### config.mk
export PLATFORM = sky130hd
export DESIGN_NAME = instr_fetch_flat
export DESIGN_NICKNAME = d
export VERILOG_FILES = /design/src/rtl/fetch_pkg.sv /design/src/rtl/instr_fetch_if.sv /design/src/rtl/instr_fifo.sv /design/src/rtl/instr_fetch.sv /design/src/flat_wrapper.sv
export SDC_FILE = /design/constraint.sdc
export NUM_CORES = 1
export LEC_CHECK = 0
export CAP_MARGIN = 20
export CORE_MARGIN = 3
export CORE_UTILIZATION = 25
export DETAILED_ROUTE_END_ITERATION = 10
export DONT_BUFFER_PORTS = 1
export SETUP_SLACK_MARGIN = 0.5
export SYNTH_ARGS = -nofsm -noshare
export SYNTH_HDL_FRONTEND = slang
export SYNTH_SLANG_ARGS = --single-unit
### constraint.sdc
create_clock -name clk -period 7 [get_ports clk]
set_input_delay 0.7 -clock clk [delete_from_list [all_inputs] [get_ports clk]]
set_output_delay 0.7 -clock clk [all_outputs]
set_load 0.01 [all_outputs]
### src/rtl/fetch_pkg.sv
// Shared types and constants for the instruction fetch unit.
// Opcodes, FSM state encoding and the PC step size.
package fetch_pkg;

   localparam logic [5:0] OP_HALT  = 6'b111111;
   localparam logic [5:0] OP_RTYPE = 6'b000000;
   localparam int         PC_STEP  = 4;

   typedef enum logic [1:0] {
      IDLE   = 2'd0,
      FETCH  = 2'd1,
      DRAIN  = 2'd2,
      HALTED = 2'd3
   } fetch_state_t;

   function automatic logic is_halt(input logic [5:0] opcode);
      return (opcode == OP_HALT);
   endfunction

endpackage

### src/rtl/instr_fetch_if.sv
// Bundle of the fetch unit's control, instruction-memory and datapath-side signals.
// master = fetch unit, slave = environment (memory, datapath, control).
interface instr_fetch_if #(
   parameter int ADDR_W = 32
);

   logic              start;
   logic [ADDR_W-1:0] base_addr;
   logic              imem_rd;
   logic [ADDR_W-1:0] imem_addr;
   logic [31:0]       imem_data;
   logic [31:0]       instr;
   logic [ADDR_W-1:0] instr_pc;
   logic              instr_valid;
   logic              instr_ready;
   logic              redirect;
   logic [ADDR_W-1:0] redirect_addr;
   logic              busy;
   logic              halted;

   modport master (
      input  start, base_addr, imem_data, instr_ready, redirect, redirect_addr,
      output imem_rd, imem_addr, instr, instr_pc, instr_valid, busy, halted
   );

   modport slave (
      output start, base_addr, imem_data, instr_ready, redirect, redirect_addr,
      input  imem_rd, imem_addr, instr, instr_pc, instr_valid, busy, halted
   );

endinterface

### src/rtl/instr_fifo.sv
// Registered FIFO holding fetched {pc, instruction} pairs; head is read straight from storage.
// Supports push and pop in the same cycle even when full; clear has priority over both.
module instr_fifo #(
   parameter int DEPTH = 4,
   parameter int WIDTH = 64
) (
   input  logic                       clk,
   input  logic                       rst_n,
   input  logic                       i_clear,
   input  logic                       i_push,
   input  logic [WIDTH-1:0]           i_wdata,
   input  logic                       i_pop,
   output logic [WIDTH-1:0]           o_rdata,
   output logic [$clog2(DEPTH):0]     o_count,
   output logic                       o_full,
   output logic                       o_empty
);

   localparam int PTR_W = $clog2(DEPTH);

   logic [WIDTH-1:0] r_mem [DEPTH];
   logic [PTR_W-1:0] r_wr_ptr;
   logic [PTR_W-1:0] r_rd_ptr;
   logic [PTR_W:0]   r_count;
   logic             w_push_ok;
   logic             w_pop_ok;

   assign o_empty   = (r_count == '0);
   assign o_full    = (r_count == (PTR_W+1)'(DEPTH));
   assign w_pop_ok  = i_pop && !o_empty;
   assign w_push_ok = i_push && (!o_full || w_pop_ok);

   always_ff @(posedge clk) begin
      if (!rst_n) begin
         r_wr_ptr <= '0;
         r_rd_ptr <= '0;
         r_count  <= '0;
         for (int i = 0; i < DEPTH; i++) begin
            r_mem[i] <= '0;
         end
      end else if (i_clear) begin
         r_wr_ptr <= '0;
         r_rd_ptr <= '0;
         r_count  <= '0;
      end else begin
         if (w_push_ok) begin
            r_mem[r_wr_ptr] <= i_wdata;
            r_wr_ptr        <= r_wr_ptr + 1'b1;
         end
         if (w_pop_ok) begin
            r_rd_ptr <= r_rd_ptr + 1'b1;
         end
         case ({w_push_ok, w_pop_ok})
            2'b10:   r_count <= r_count + 1'b1;
            2'b01:   r_count <= r_count - 1'b1;
            default: r_count <= r_count;
         endcase
      end
   end

   assign o_rdata = r_mem[r_rd_ptr];
   assign o_count = r_count;

endmodule

### src/rtl/instr_fetch.sv
// Instruction fetch unit: PC, 1-cycle-latency memory reads, FIFO buffering,
// redirect/flush and halt-on-opcode, feeding the datapath over valid/ready.
module instr_fetch
   import fetch_pkg::*;
#(
   parameter int DEPTH  = 4,
   parameter int ADDR_W = 32
) (
   input  logic          clk,
   input  logic          rst_n,
   instr_fetch_if.master fetch_bus
);

   localparam int CNT_W  = $clog2(DEPTH) + 1;
   localparam int DATA_W = 32 + ADDR_W;

   fetch_state_t      r_state;
   logic [ADDR_W-1:0] r_pc;
   logic [ADDR_W-1:0] r_inflight_pc;
   logic              r_inflight;

   logic [CNT_W-1:0]  w_fifo_count;
   logic [CNT_W-1:0]  w_occupancy;
   logic              w_fifo_full;
   logic              w_fifo_empty;
   logic              w_active;
   logic              w_redirect;
   logic              w_resp_halt;
   logic              w_issue;
   logic              w_push;
   logic              w_pop;
   logic [DATA_W-1:0] w_fifo_wdata;
   logic [DATA_W-1:0] w_fifo_rdata;

   function automatic logic [ADDR_W-1:0] word_align(input logic [ADDR_W-1:0] addr);
      return addr & ~(ADDR_W'(3));
   endfunction

   assign w_active     = (r_state == FETCH) || (r_state == DRAIN);
   assign w_redirect   = fetch_bus.redirect && w_active;
   assign w_resp_halt  = r_inflight && is_halt(fetch_bus.imem_data[31:26]);
   assign w_occupancy  = w_fifo_count + CNT_W'(r_inflight);

   // Counting the in-flight read as occupied guarantees its response always has a slot.
   assign w_issue      = (r_state == FETCH) && !fetch_bus.redirect && !w_fifo_full
                         && (w_occupancy < CNT_W'(DEPTH));
   assign w_push       = r_inflight && !w_resp_halt && !w_redirect;
   assign w_pop        = !w_fifo_empty && fetch_bus.instr_ready;
   assign w_fifo_wdata = {r_inflight_pc, fetch_bus.imem_data};

   always_ff @(posedge clk) begin
      if (!rst_n) begin
         r_state       <= IDLE;
         r_pc          <= '0;
         r_inflight    <= 1'b0;
         r_inflight_pc <= '0;
      end else begin
         r_inflight <= w_issue;
         if (w_issue) begin
            r_pc          <= r_pc + ADDR_W'(PC_STEP);
            r_inflight_pc <= r_pc;
         end
         case (r_state)
            IDLE, HALTED: begin
               if (fetch_bus.start) begin
                  r_state <= FETCH;
                  r_pc    <= word_align(fetch_bus.base_addr);
               end
            end
            FETCH: begin
               if (fetch_bus.redirect) begin
                  r_pc       <= word_align(fetch_bus.redirect_addr);
                  r_inflight <= 1'b0;
               end else if (w_resp_halt) begin
                  // The read issued alongside the HALT response is dropped with it.
                  r_state    <= DRAIN;
                  r_inflight <= 1'b0;
               end
            end
            DRAIN: begin
               if (fetch_bus.redirect) begin
                  r_state    <= FETCH;
                  r_pc       <= word_align(fetch_bus.redirect_addr);
                  r_inflight <= 1'b0;
               end else if (w_fifo_empty) begin
                  r_state <= HALTED;
               end
            end
            default: r_state <= IDLE;
         endcase
      end
   end

   instr_fifo #(
      .DEPTH (DEPTH),
      .WIDTH (DATA_W)
   ) u_fifo (
      .clk     (clk),
      .rst_n   (rst_n),
      .i_clear (w_redirect),
      .i_push  (w_push),
      .i_wdata (w_fifo_wdata),
      .i_pop   (w_pop),
      .o_rdata (w_fifo_rdata),
      .o_count (w_fifo_count),
      .o_full  (w_fifo_full),
      .o_empty (w_fifo_empty)
   );

   assign fetch_bus.imem_rd     = w_issue;
   assign fetch_bus.imem_addr   = r_pc;
   assign fetch_bus.instr       = w_fifo_rdata[31:0];
   assign fetch_bus.instr_pc    = w_fifo_rdata[DATA_W-1:32];
   assign fetch_bus.instr_valid = !w_fifo_empty;
   assign fetch_bus.busy        = w_active;
   assign fetch_bus.halted      = (r_state == HALTED);

endmodule

### src/flat_wrapper.sv
// flat-port wrapper written by rule: the top's interface ports become plain ports
module instr_fetch_flat import fetch_pkg::*;
#(
   parameter int DEPTH  = 4,
   parameter int ADDR_W = 32
)
  (clk, rst_n, fetch_bus_start, fetch_bus_base_addr, fetch_bus_imem_data, fetch_bus_instr_ready, fetch_bus_redirect, fetch_bus_redirect_addr, fetch_bus_imem_rd, fetch_bus_imem_addr, fetch_bus_instr, fetch_bus_instr_pc, fetch_bus_instr_valid, fetch_bus_busy, fetch_bus_halted);
  instr_fetch_if #(.ADDR_W(ADDR_W)) fetch_bus_i ();
  input  logic clk;
  input  logic rst_n;
  input wire logic [$bits(fetch_bus_i.start)-1:0] fetch_bus_start;
  input wire logic [$bits(fetch_bus_i.base_addr)-1:0] fetch_bus_base_addr;
  input wire logic [$bits(fetch_bus_i.imem_data)-1:0] fetch_bus_imem_data;
  input wire logic [$bits(fetch_bus_i.instr_ready)-1:0] fetch_bus_instr_ready;
  input wire logic [$bits(fetch_bus_i.redirect)-1:0] fetch_bus_redirect;
  input wire logic [$bits(fetch_bus_i.redirect_addr)-1:0] fetch_bus_redirect_addr;
  output wire logic [$bits(fetch_bus_i.imem_rd)-1:0] fetch_bus_imem_rd;
  output wire logic [$bits(fetch_bus_i.imem_addr)-1:0] fetch_bus_imem_addr;
  output wire logic [$bits(fetch_bus_i.instr)-1:0] fetch_bus_instr;
  output wire logic [$bits(fetch_bus_i.instr_pc)-1:0] fetch_bus_instr_pc;
  output wire logic [$bits(fetch_bus_i.instr_valid)-1:0] fetch_bus_instr_valid;
  output wire logic [$bits(fetch_bus_i.busy)-1:0] fetch_bus_busy;
  output wire logic [$bits(fetch_bus_i.halted)-1:0] fetch_bus_halted;
  assign fetch_bus_i.start = fetch_bus_start;
  assign fetch_bus_i.base_addr = fetch_bus_base_addr;
  assign fetch_bus_i.imem_data = fetch_bus_imem_data;
  assign fetch_bus_i.instr_ready = fetch_bus_instr_ready;
  assign fetch_bus_i.redirect = fetch_bus_redirect;
  assign fetch_bus_i.redirect_addr = fetch_bus_redirect_addr;
  assign fetch_bus_imem_rd = fetch_bus_i.imem_rd;
  assign fetch_bus_imem_addr = fetch_bus_i.imem_addr;
  assign fetch_bus_instr = fetch_bus_i.instr;
  assign fetch_bus_instr_pc = fetch_bus_i.instr_pc;
  assign fetch_bus_instr_valid = fetch_bus_i.instr_valid;
  assign fetch_bus_busy = fetch_bus_i.busy;
  assign fetch_bus_halted = fetch_bus_i.halted;
  instr_fetch #(.DEPTH(DEPTH), .ADDR_W(ADDR_W)) u_core (.clk(clk), .rst_n(rst_n), .fetch_bus(fetch_bus_i));
endmodule
# ---- Word-level counts from Yosys, hierarchy flattened
# Memories as Yosys holds them, arrays and structs flattened. A register that Yosys moved wholly into a read port is not among the register bits.
# Index checks and enable logic that the tools add are counted.
# Widths: inputs -> output; s select.
dict set report totals {
  register_bits 74
  latch_bits 0
  ramBits 256
  romBits 0
  in_bits 101
  output_inout_bits 100
  wordCells 77
  n_memories 1
}
dict set report classes {
  addsub 6
  mul 0
  n_div 0
  order_cmp 1
  eq_ne 11
  n_shift 0
  n_mux 25
  bitwise 1
  n_reduce_logical 25
}
# name words word_bits rd rd_clocked_by_memory_dff wr line_no
set mem_list {}
lappend mem_list {u_core.u_fifo.r_mem 4 64 1 1 4 instr_fifo.sv:21} ;# logic [WIDTH-1:0] r_mem [DEPTH];
# cell n
set ops {}
lappend ops {{$mux 32} 3}
lappend ops {{$mux 64} 1}
lappend ops {{$pmux 32 s2} 1}
lappend ops {{$reduce_or 64->1} 1}
lappend ops {{$add 32x3->32 const B} 1}
lappend ops {{$mux 2} 8}
lappend ops {{$logic_and 1x1->1} 10}
lappend ops {{$mux 1} 9}
lappend ops {{$eq 2x2->1 const B} 3}
lappend ops {{$eq 6x6->1 const B} 1}
lappend ops {{$pmux 2 s3} 1}
lappend ops {{$pmux 3 s2} 1}
lappend ops {{$reduce_or 2->1} 3}
lappend ops {{$logic_not 1->1} 5}
lappend ops {{$add 2x1->2 const B} 2}
lappend ops {{$eq 2x1->1 const B} 2}
lappend ops {{$ne 2x2->1 const B} 2}
lappend ops {{$reduce_and 4->1} 1}
lappend ops {{$add 3x1->3} 1}
lappend ops {{$add 3x1->3 const B} 1}
lappend ops {{$eq 3x3->1 const B} 1}
lappend ops {{$logic_not 3->1} 1}
lappend ops {{$lt 3x3->1 const B} 1}
lappend ops {{$ne 3x2->1 const B} 1}
lappend ops {{other kinds (7)} 8}

# ---- Logic depth before layout (Yosys ltp)
# Gate-level depths: netlist (run 1).
dict set report depth {
  word_depth 12
  depth_mapped 12
  mapped_depth_nobuf 11
}

# ---- Modules after synthesis
# A second synthesis (run 1) with hierarchy kept.
dict set report hier_totals {
  cells_unflattened 1101
  hier_area_um2 14964.4
}
# mod n_inst cells_each area_per_inst_um2
set by_module_without_submodules {}
lappend by_module_without_submodules {instr_fifo 1 684 11633.7}
lappend by_module_without_submodules {instr_fetch 1 417 3330.7}

# ---- Least setup slack after synthesis (run 1)
# OpenSTA, ideal clock, no wires.
dict set report synth_timing {
  path_kind {input-to-reg}
  start {in fetch_bus_imem_data[28]}
  end {mem u_core.u_fifo.r_mem[1][0], enable pin}
  t_arrival_ps 5693
  setup_slack_ps 736
  cell_stages 5
  cell_sequence {nand4_1 o211ai_2 nor2_1 nand2_1 o21ai_0}
}
# item line_no
set synth_rtl {}
lappend synth_rtl {{start: declaration} flat_wrapper.sv:13} ;# input wire logic [$bits(fetch_bus_i.imem_data)-1:0] fetch_bus_imem_data;
lappend synth_rtl {{end: declaration} instr_fifo.sv:21}

==> results of run 1 <==
==> metal layers <==
layer / up-vias / track usage [%]
met1: 4126 / 15.81
met2: 266 / 20.69
met4: 0 / 3.401
met3: 46 / 3.418
li1: 3799 / -
met5: - / 0
==> cell usage after synthesis, types with 2 or more instances <==
cell,instances
a21boi_0,33
xor2_1,4
clkbuf_1,48
ha_1,5
and4_1,4
and2_1,253
buf_4,3
nand2b_1,6
mux2i_1,2
nor3_1,14
inv_1,19
nor4_1,5
o21ai_1,5
o21ai_0,29
edfxtp_1,252
a21oi_1,6
nor2b_1,2
nor3_4,2
o21a_1,2
nand2_1,101
buf_1,3
dfxtp_1,72
and3_1,3
buf_6,8
a22oi_1,3
nor2_1,16
a22o_1,26
nor3_2,2
buf_2,8
xnor2_1,27
nand3_1,7
mux4_2,63
nand4_1,5
==> kinds of logic (layout without fill, tap and decap cells) <==
group / count (synthesis) / count (layout) / share of synthesized area, %
AOI/OAI and AO/OA: 114 / 114 / 5.534
xor gates and xnor gates: 31 / 31 / 1.876
adders and majority gates: 6 / 6 / 0.5706
buffers and inverters: 90 / 100 / 2.896
DFF: 324 / 324 / 62.25
muxes: 65 / 65 / 9.943
other: 1 / 9 / 0.02591
and+or+nand+nor: 430 / 430 / 16.90
==> flip-flops by register name, summed over array words and instances (netlist names), named ones only <==
signal / count
u_core.u_fifo.r_mem: 252
u_core.fetch_bus.imem_addr: 30
u_core.r_inflight_pc: 30
u_core.u_fifo.o_count: 3
u_core.r_state: 2
u_core.u_fifo.r_rd_ptr: 2
u_core.u_fifo.r_wr_ptr: 2
u_core.r_inflight: 1
==> stage by stage <==
step,std cells,instance area [sq um],utilization [%],setup WS (ps),power (mW)
after floorplan,1066,14490,-,735.8,2.462
after global placement,1764,15230,26.80,3456,2.551
after detailed placement,1764,15230,26.80,3457,2.559
after CTS,1832,16370,28.81,3315,4.413
after global routing,1832,16370,28.81,3230,4.512
final,1835,16380,28.82,3491,4.335
==> worst max-delay path: cells and delay by family (launching register included) <==
family / cells / cell delay (ps)
buffers and inverters: 1 / 600
DFF: 1 / 970
muxes: 1 / 670
==> power by group <==
group / internal (mW) / switching, mW
Clock: 1.04 / 0.790
Combinational: 0.103 / 0.163
Sequential: 2.16 / 0.0858
==> worst max path at each step <==
| stage | startpoint | end | slack, ps | cells after the start |
|---|---|---|---|---|
| 6_report | register | fetch_bus_instr_pc[13] | 3490 | 2 |
| 5_1_grt | register | fetch_bus_instr_pc[11] | 3230 | 2 |
| 4_1_cts | register | fetch_bus_instr_pc[11] | 3320 | 2 |
| 3_5_place_dp | fetch_bus_imem_data[28] | u_core.u_fifo.r_mem[3][50] | 3460 | 6 |
| 3_3_place_gp | fetch_bus_imem_data[28] | u_core.u_fifo.r_mem[1][50] | 3460 | 6 |
| 2_1_floorplan | fetch_bus_imem_data[28] | u_core.u_fifo.r_mem[1][0] | 740 | 5 |
==> area by class of cell <==
| cell class | count | area [sq um] | area share [%] |
|---|---|---|---|
| sequential | 324 | 9016 | 55.05 |
| multi-input combinational | 652 | 5102 | 31.16 |
| antenna | 3 | 7.507 | 0.04584 |
| inverter | 20 | 75.07 | 0.4584 |
| tap | 756 | 945.9 | 5.776 |
| timing repair buffer | 12 | 90.09 | 0.5501 |
| clock buffer | 49 | 1022 | 6.242 |
| clock inverter | 19 | 117.6 | 0.7182 |
==> flow_summary.yaml, run 1 <==
floorplanning:
  fp.dieH_um: 246.6
  start_util_pct: 25.47
  core_area_sq_um: 56820
  ioPinCount: 201
  dieArea_sq_um: 60810
  die_w_um: 246.6
  num_rows: 87
min_path:
  hold_path.class: "input port to register"
  holdPathEnd: "u_core.fetch_bus.imem_addr[2]"
  hold_start: "rst_n"
  min_path_cells: 2
detailed_routing:
  drc_errors: 0
  met2_length_um: 18150
  first_pass_iters: 5
  drt_wl_total_um: 37610
  top_layer_used: "met4"
  met3WireLength_um: 2678
  drt_iter0_markers: 483
  wl_per_cell_um: 20.50
  vias: 8237
  viasPerCell: 4.489
  ant_nets: 0
  met1_length_um: 16090
cts:
  cts_tree: "done"
  hold_buffers: 0
  clockBufferDepth: 3
  cts-root-buf: "clkbuf_16"
  clk_pin_slew_ps: 60
  htreeDepth: 2
  cts.sinks: 324
  cts_made_buffers: 38
  post_cts.repair.setup_buffers: 0
  cts_resized: 0
  clock_latency_ps: 540
pwr:
  power.density_nw_per_um2: 264.7
  power.leakage_nw: 5.488
  ir_drop_mv: 0.1342
setup_path:
  cp_cell_sequence: "buf_4, mux4_2"
  cp.required_ps: 6300
  crit_path_start_kind: "register"
  timing.rr.end: "u_core.u_fifo.r_mem[1][0]"
  r2r_start: "u_core.r_state[0]"
  arrival_ps: 2810
  rr_worst_depth: 8
  reg2reg_setup_slack_ps: 3700
  slowest_delay_ps: 970
  end_kind: "output port"
  crit_type: "register to output port"
  path_max_fanout: 41
  cp_slowest_cell: "dfxtp_4"
timing:
  rsz0062_at_grt: "false"
  worst_slew_pin_slew_ps: 1030
  min_period_ps: 3509
  finalHoldViolCount: 0
  fmax_ghz: 0.2850
  slew_violations: 0
  setup_tns_ps: 0
  setup_violations: 0
  fin_crit_sh_pct: 50.13
  timing.max_slew.rel_slack_pct: 31.32
  hold_slack_ps: 292.3
  skew_ps: 15.99
synthesis:
  synth-edff-count: 252
  synthArstFlopShare_pct: 0
  syn_area_per_cell_sq_um: 13.64
  yosysSeqAreaShare_pct: 62.25
  synth-main-ff-cell: "edfxtp_1"
  syn_inst: 1061
  yosysWarnings: 0
  synthDistinctLibCells: 56
  synth.top_cell.area_share_pct: 52.29
  synthesis.area_sq_um: 14470
  synth_area_leaders: "edfxtp_1 (52%), and2_1 (11%), dfxtp_1 (10%), mux4_2 (9.8%), nand2_1 (2.6%)"
  ys_ff_latch: 324
  yosysTopAreaCell: "edfxtp_1"
run_status:
  status: "finished clean"
global_routing:
  grtUsageTotal_pct: 12.41
  overflow: 0
  grt_max_degree: 70
  grt_pass1_wl_um: 56060
  grt_pass1_vias: 8643
  antenna_found_initial: 0
flow_run:
  drv_cap: 0
finish:
  nets: 1155
  syn_to_final_growth_pct: 13.17
  layout_commonest_cell: "and2_1"
  layout_common_cells: "and2_1 (253), edfxtp_1 (252), nand2_1 (101)"
  drive_above_1_share_pct: 13.85
  fillers: 5784
placement:
  gp_congestion: 0.7715
  dp_hpwl_um: 22350
  port_buffers: 0
(Power assumes the default switching activity.)
==> run 2, diff against run 1 <==
==> constraint.sdc (replaced) <==
create_clock -name clk -period 3.6 [get_ports clk]
set_input_delay 0.36 -clock clk [delete_from_list [all_inputs] [get_ports clk]]
set_output_delay 0.36 -clock clk [all_outputs]
set_load 0.01 [all_outputs]
==> flow_summary.yaml, run 2 (synthesis results as in run 1) <==
floorplanning:
  ioPinCount: 201
  die_w_um: 246.6
  start_util_pct: 25.47
  dieArea_sq_um: 60810
  num_rows: 87
  fp.dieH_um: 246.6
  core_area_sq_um: 56820
detailed_routing:
  met2_length_um: 18230
  vias: 8472
  wl_per_cell_um: 19.96
  top_layer_used: "met4"
  drc_errors: 0
  met3WireLength_um: 2638
  drt_iter0_markers: 408
  first_pass_iters: 5
  met1_length_um: 16210
  drt_wl_total_um: 37790
  ant_nets: 0
  viasPerCell: 4.475
finish:
  drive_above_1_share_pct: 13.83
  layout_common_cells: "and2_1 (253), edfxtp_1 (252), nand2_1 (101)"
  syn_to_final_growth_pct: 18.67
  largest_register_ffs: 252
  regMostFlops: "u_core.u_fifo.r_mem"
  finalInstanceArea_sq_um: 17170
  layout_commonest_cell: "and2_1"
  nets: 1212
timing:
  fmax_ghz: 0.3551
  finalWorstSetupSlack_ps: 784.2
  finalHoldViolCount: 0
  fin_crit_sh_pct: 78.22
  skew_ps: 23.35
  slew_violations: 0
  setup_tns_ps: 0
  worst_slew_pin_slew_ps: 824.7
  rsz0062_at_grt: "false"
  timing.max_slew.rel_slack_pct: 45.02
  min_period_ps: 2816
  setup_violations: 0
placement:
  port_buffers: 0
  gp_congestion: 0.7886
  pre_cts_ws_ps: 829.5
  dpl-instance-area_sq_um: 15360
  dp_hpwl_um: 22690
global_routing:
  overflow: 0
  antenna_found_initial: 1
  grt_max_degree: 64
  grt_pass1_vias: 8888
  grtUsageTotal_pct: 12.40
  grt_pass1_wl_um: 56250
setup_path:
  cp-endpoint: "fetch_bus_imem_rd"
  cp_top_family: "buffers and inverters"
  timing.rr.end: "u_core.u_fifo.r_mem[2][22]"
  end_kind: "output port"
  cp_cell_sequence: "inv_1, ha_1, nand2b_1, nand2b_2, clkinv_1, buf_4"
  cp_slowest_cell: "clkinv_1"
  r2r_start: "u_core.r_state[0]"
  crit_cells: 6
  reg2reg_setup_slack_ps: 880
  arrival_ps: 2460
  slowest_delay_ps: 530
  rr_worst_depth: 8
  crit_path_start: "u_core.r_state[1]"
  path_buf_inv: 3
  cp.required_ps: 3240
  crit_path_start_kind: "register"
  crit_type: "register to output port"
  path_max_fanout: 19
pwr:
  power.leakage_nw: 5.822
  ir_drop_mv: 0.3337
  power.density_nw_per_um2: 515.7
cts:
  clk_pin_slew_ps: 50
  cts-root-buf: "clkbuf_16"
  cts_tree: "done"
  cts_made_buffers: 39
  htreeDepth: 2
  cts.sinks: 324
  clock_latency_ps: 560
  clockBufferDepth: 3
  post_cts.repair.setup_buffers: 0
run_status:
  status: "finished clean"
flow_run:
  drv_cap: 0
min_path:
  hold_path.class: "input port to register"
[run 2: metal layers]
| metal | vias up | GRT usage [%] |
|---|---|---|
| met5 | - | 0 |
| met4 | 0 | 3.436 |
| met3 | 43 | 3.287 |
| met2 | 258 | 20.86 |
| met1 | 4249 | 15.69 |
| li1 | 3922 | - |
[run 2: area by class of cell]
type | instances | area, sq um
antenna | 2 | 5.005
clock buffer | 51 | 1021
clock inverter | 20 | 244.0
fill | 5698 | 39650
inverter | 20 | 75.07
multi-input combinational | 652 | 5105
sequential | 324 | 9016
tap | 756 | 945.9
timing repair buffer | 68 | 760.7
[run 2: worst min-delay path by stage]
stage / end / slack (ps) / from / cells after the start
after global routing: u_core.u_fifo.r_mem[0][27] / 20 / fetch_bus_imem_data[27] / 1
after CTS: u_core.fetch_bus.imem_addr[17] / 0.3 / fetch_bus_redirect_addr[17] / 3
after detailed placement: u_core.fetch_bus.imem_addr[9] / 480 / rst_n / 2
final: u_core.u_fifo.r_mem[0][27] / 40 / fetch_bus_imem_data[27] / 1
after global placement: u_core.r_inflight_pc[14] / 480 / u_core.r_inflight_pc[14] / 2
after floorplan: u_core.r_inflight_pc[22] / 460 / u_core.r_inflight_pc[22] / 2
[run 2: worst register-to-register path: stages, from the launching register on]
cell,delay [ps]
dfxtp_1,370
inv_1,60
ha_1,400
nand2b_1,180
nand2_2,170
or2_4,330
nor3_4,120
nand2b_4,430
buf_4,330
[run 2: metrics by stage]
step                std cells  hold slack, ps  util [%]  power [mW]
global placement         1769           477.3     27.03       4.975
finish                   1893           37.56     30.22       8.856
CTS                      1890          0.3352     30.16       9.005
global route             1891           15.29     30.21       9.213
detailed placement       1769           481.9     27.03       4.991
floorplan                1066           464.3         -       4.776
[run 2: timing repair]
item	in CTS	in global routing
endpoints found under the hold margin	188	0
hold buffers	50	0
resized for setup	0	0
[run 2: power breakdown]
part           total, mW  switching (mW)  internal [mW]
clock network       3.89            1.58           2.31
registers           4.35           0.156           4.19
logic              0.622           0.362          0.260
total               8.86            2.09           6.76
==> run 3, diff against run 2 <==
--- a/config.mk
+++ b/config.mk
@@ -5,6 +5,7 @@
 export SDC_FILE = /design/constraint.sdc
 export NUM_CORES = 1
 export LEC_CHECK = 0
+export ABC_AREA = 1
 export CAP_MARGIN = 20
 export CORE_MARGIN = 3
 export CORE_UTILIZATION = 25
==> constraint.sdc (replaced) <==
create_clock -name clk -period 2.35 [get_ports clk]
set_input_delay 0.235 -clock clk [delete_from_list [all_inputs] [get_ports clk]]
set_output_delay 0.235 -clock clk [all_outputs]
set_load 0.01 [all_outputs]
==> flow_summary.yaml, run 3 <==
run_status:
  status: "finished clean"
detailed_routing:
  drt_wl_total_um: 60210
  viasPerCell: 4.927
  ant_nets: 0
  vias: 13050
  drc_errors: 0
  drt_iter0_markers: 970
  first_pass_iters: 7
  wl_per_cell_um: 22.74
setup_path:
  arrival_ps: 2440
  end_kind: "register"
  path_max_fanout: 6
  crit_type: "register to register"
  cp.required_ps: 2610
  slowest_delay_ps: 330
  crit_path_start_kind: "register"
  crit_top_cell: "nor2_4"
  cp_slowest_cell: "dfxtp_2"
  cp_cell_sequence: "inv_2, ha_4, nor2_4, nor2_4, nand3_2, buf_6, nor2_4, inv_4, nor2_4, nand2_4, nand2_8, buf_12, buf_12, buf_16"
cts:
  htreeDepth: 2
  clock_latency_ps: 560
  cts_made_buffers: 39
  clk_pin_slew_ps: 60
  cts-root-buf: "clkbuf_16"
  cts.sinks: 324
  clockBufferDepth: 3
  cts_tree: "done"
placement:
  gp_congestion: 0.8622
  dpl-instance-area_sq_um: 16100
  dp_hpwl_um: 27280
  port_buffers: 0
timing:
  worst_slew_pin_slew_ps: 932.9
  fin_crit_sh_pct: 93.03
  min_period_ps: 2186
  skew_ps: 23.43
  fmax_ghz: 0.4574
  slew_violations: 0
  rsz0062_at_grt: "true"
  hold_slack_ps: 36.09
  setup_violations: 0
  timing.max_slew.rel_slack_pct: 37.80
  finalHoldViolCount: 0
finish:
  finalInstanceArea_sq_um: 23700
  largest_register_ffs: 252
  layout_commonest_cell: "nor2_1"
  n_antenna_cell: 0
  syn_to_final_growth_pct: 60.65
  seq_area_sq_um: 9022
  fillers: 5329
  layout_common_cells: "nor2_1 (267), edfxtp_1 (252), inv_1 (138)"
  drive_above_1_share_pct: 32.93
  regMostFlops: "u_core.u_fifo.r_mem"
  multi_input_area_sq_um: 6643
  nets: 1961
  fin_util_pct: 40.84
synthesis:
  synth_common_cells: "nor2_1 (374), edfxtp_1 (252), o21ai_0 (171)"
  synthesis.area_sq_um: 14750
  yosysTopAreaCell: "edfxtp_1"
  ys_ff_latch: 324
  syn_inst: 1564
  syn_area_per_cell_sq_um: 9.430
  post-synth-top-count-cell: "nor2_1"
  synth-edff-count: 252
  synth-main-ff-cell: "edfxtp_1"
  synth.top_cell.area_share_pct: 51.31
  yosysWarnings: 0
  yosysSeqAreaShare_pct: 61.08
  synthArstFlopShare_pct: 0
  synthDistinctLibCells: 37
  synth_area_leaders: "edfxtp_1 (51%), dfxtp_1 (9.8%), nor2_1 (9.5%), o21ai_0 (5.8%), inv_1 (3.6%)"
global_routing:
  use_met1_pct: 19.19
  overflow: 0
  antenna_found_initial: 0
  grt_pass1_vias: 11830
  grtUsageTotal_pct: 15.51
  grt_max_degree: 125
  use_met2_pct: 27.03
  grt_pass1_wl_um: 73720
  grt_busiest_layer: "met2"
  grt_use_met3_pct: 3.873
pwr:
  power.density_nw_per_um2: 828.2
  power.share.clock_pct: 34.2
  pwr-share-comb_pct: 28.6
  switching_share_pct: 31.70
  p_switching_mw: 6.222
  internal_power_mw: 13.40
  ir_drop_mv: 0.6523
  power.leakage_nw: 8.762
  power_frac_seq_pct: 37.1
floorplanning:
  fp.dieH_um: 248.9
  ioPinCount: 201
  dieArea_sq_um: 61950
  start_util_pct: 25.42
  num_rows: 88
  core_area_sq_um: 58030
  die_w_um: 248.9
flow_run:
  drv_cap: 0
min_path:
  hold_path.class: "input port to register"
==> run 3: final timing paths <==
| check | from | end | slack, ps | cells past startpoint |
|---|---|---|---|---|
| max | u_core.r_state[0] | u_core.u_fifo.r_mem[0][36] | 160 | 14 |
| min | fetch_bus_base_addr[12] | u_core.fetch_bus.imem_addr[12] | 40 | 5 |
| max reg2reg | u_core.r_state[0] | u_core.u_fifo.r_mem[0][36] | 160 | 14 |
| min reg2reg | u_core.r_inflight_pc[3] | u_core.r_inflight_pc[3] | 530 | 2 |
==> run 3: kinds of logic (layout without fill, tap and decap cells) <==
group,after synthesis,count (layout),share of synthesized area (%)
AND/OR/NAND/NOR,661,662,18.82
flip-flops,324,324,61.08
AO/OA/AOI/OAI,317,317,12.09
buffers and inverters,250,563,7.126
adder cells (fa/ha/maj),6,6,0.5599
XOR/XNOR,5,5,0.2969
other,1,6,0.02543
==> run 3: area by class of cell <==
type                    instances  share of cell area (%)
repair buffers                344                   21.44
well taps                     765                   4.040
clock inverters                27                   1.748
inverters                     149                   2.477
flip-flops and latches        324                   38.08
multi-input cells             996                   28.03
clock buffers                  43                   4.182
==> run 3: per-stage QoR <==
stage	total power, mW	instances	worst slack (ps)	setup TNS, ps
floorplan	9.393	1569	-217.2	-21500
global placement	10.67	2309	127.0	0
detailed placement	10.73	2309	128.9	0
CTS	18.22	2522	222.0	0
global route	20.45	2648	79.49	0
finish	19.62	2648	163.8	0
==> run 3: timing repair <==
action                                  CTS  global route
pin swaps                                19           122
endpoints found under the setup margin  589           609
buffers inserted                         32            64
hold endpoints to repair                186             0
gates cloned                             19            62
hold buffers                             92             0
resized for setup                       108           597
==> run 3: worst max-delay path: cells and delay by family (launching register included) <==
family | cells | cell delay [ps]
buffers and inverters | 6 | 640
adders and majority gates | 1 | 270
DFF | 1 | 330
and+or+nand+nor | 7 | 650
==> run 3: power by group through the flow <==
stage               Sequential (mW)  Combinational (mW)  Clock [mW]
floorplan                      7.19                2.20           0
global placement               7.34                3.33           0
detailed placement             7.35                3.38           0
CTS                            7.23                4.15        6.84
global route                   7.36                6.01        7.09
finish                         7.29                5.62        6.72
==> run 3: metal layers <==
layer  part of all wire [%]  vias to the layer above
li1                       -                     5975
met5                      0                        -
met1                     39                     6429
met2                     50                      550
met4                    2.8                        0
met3                    7.4                       93
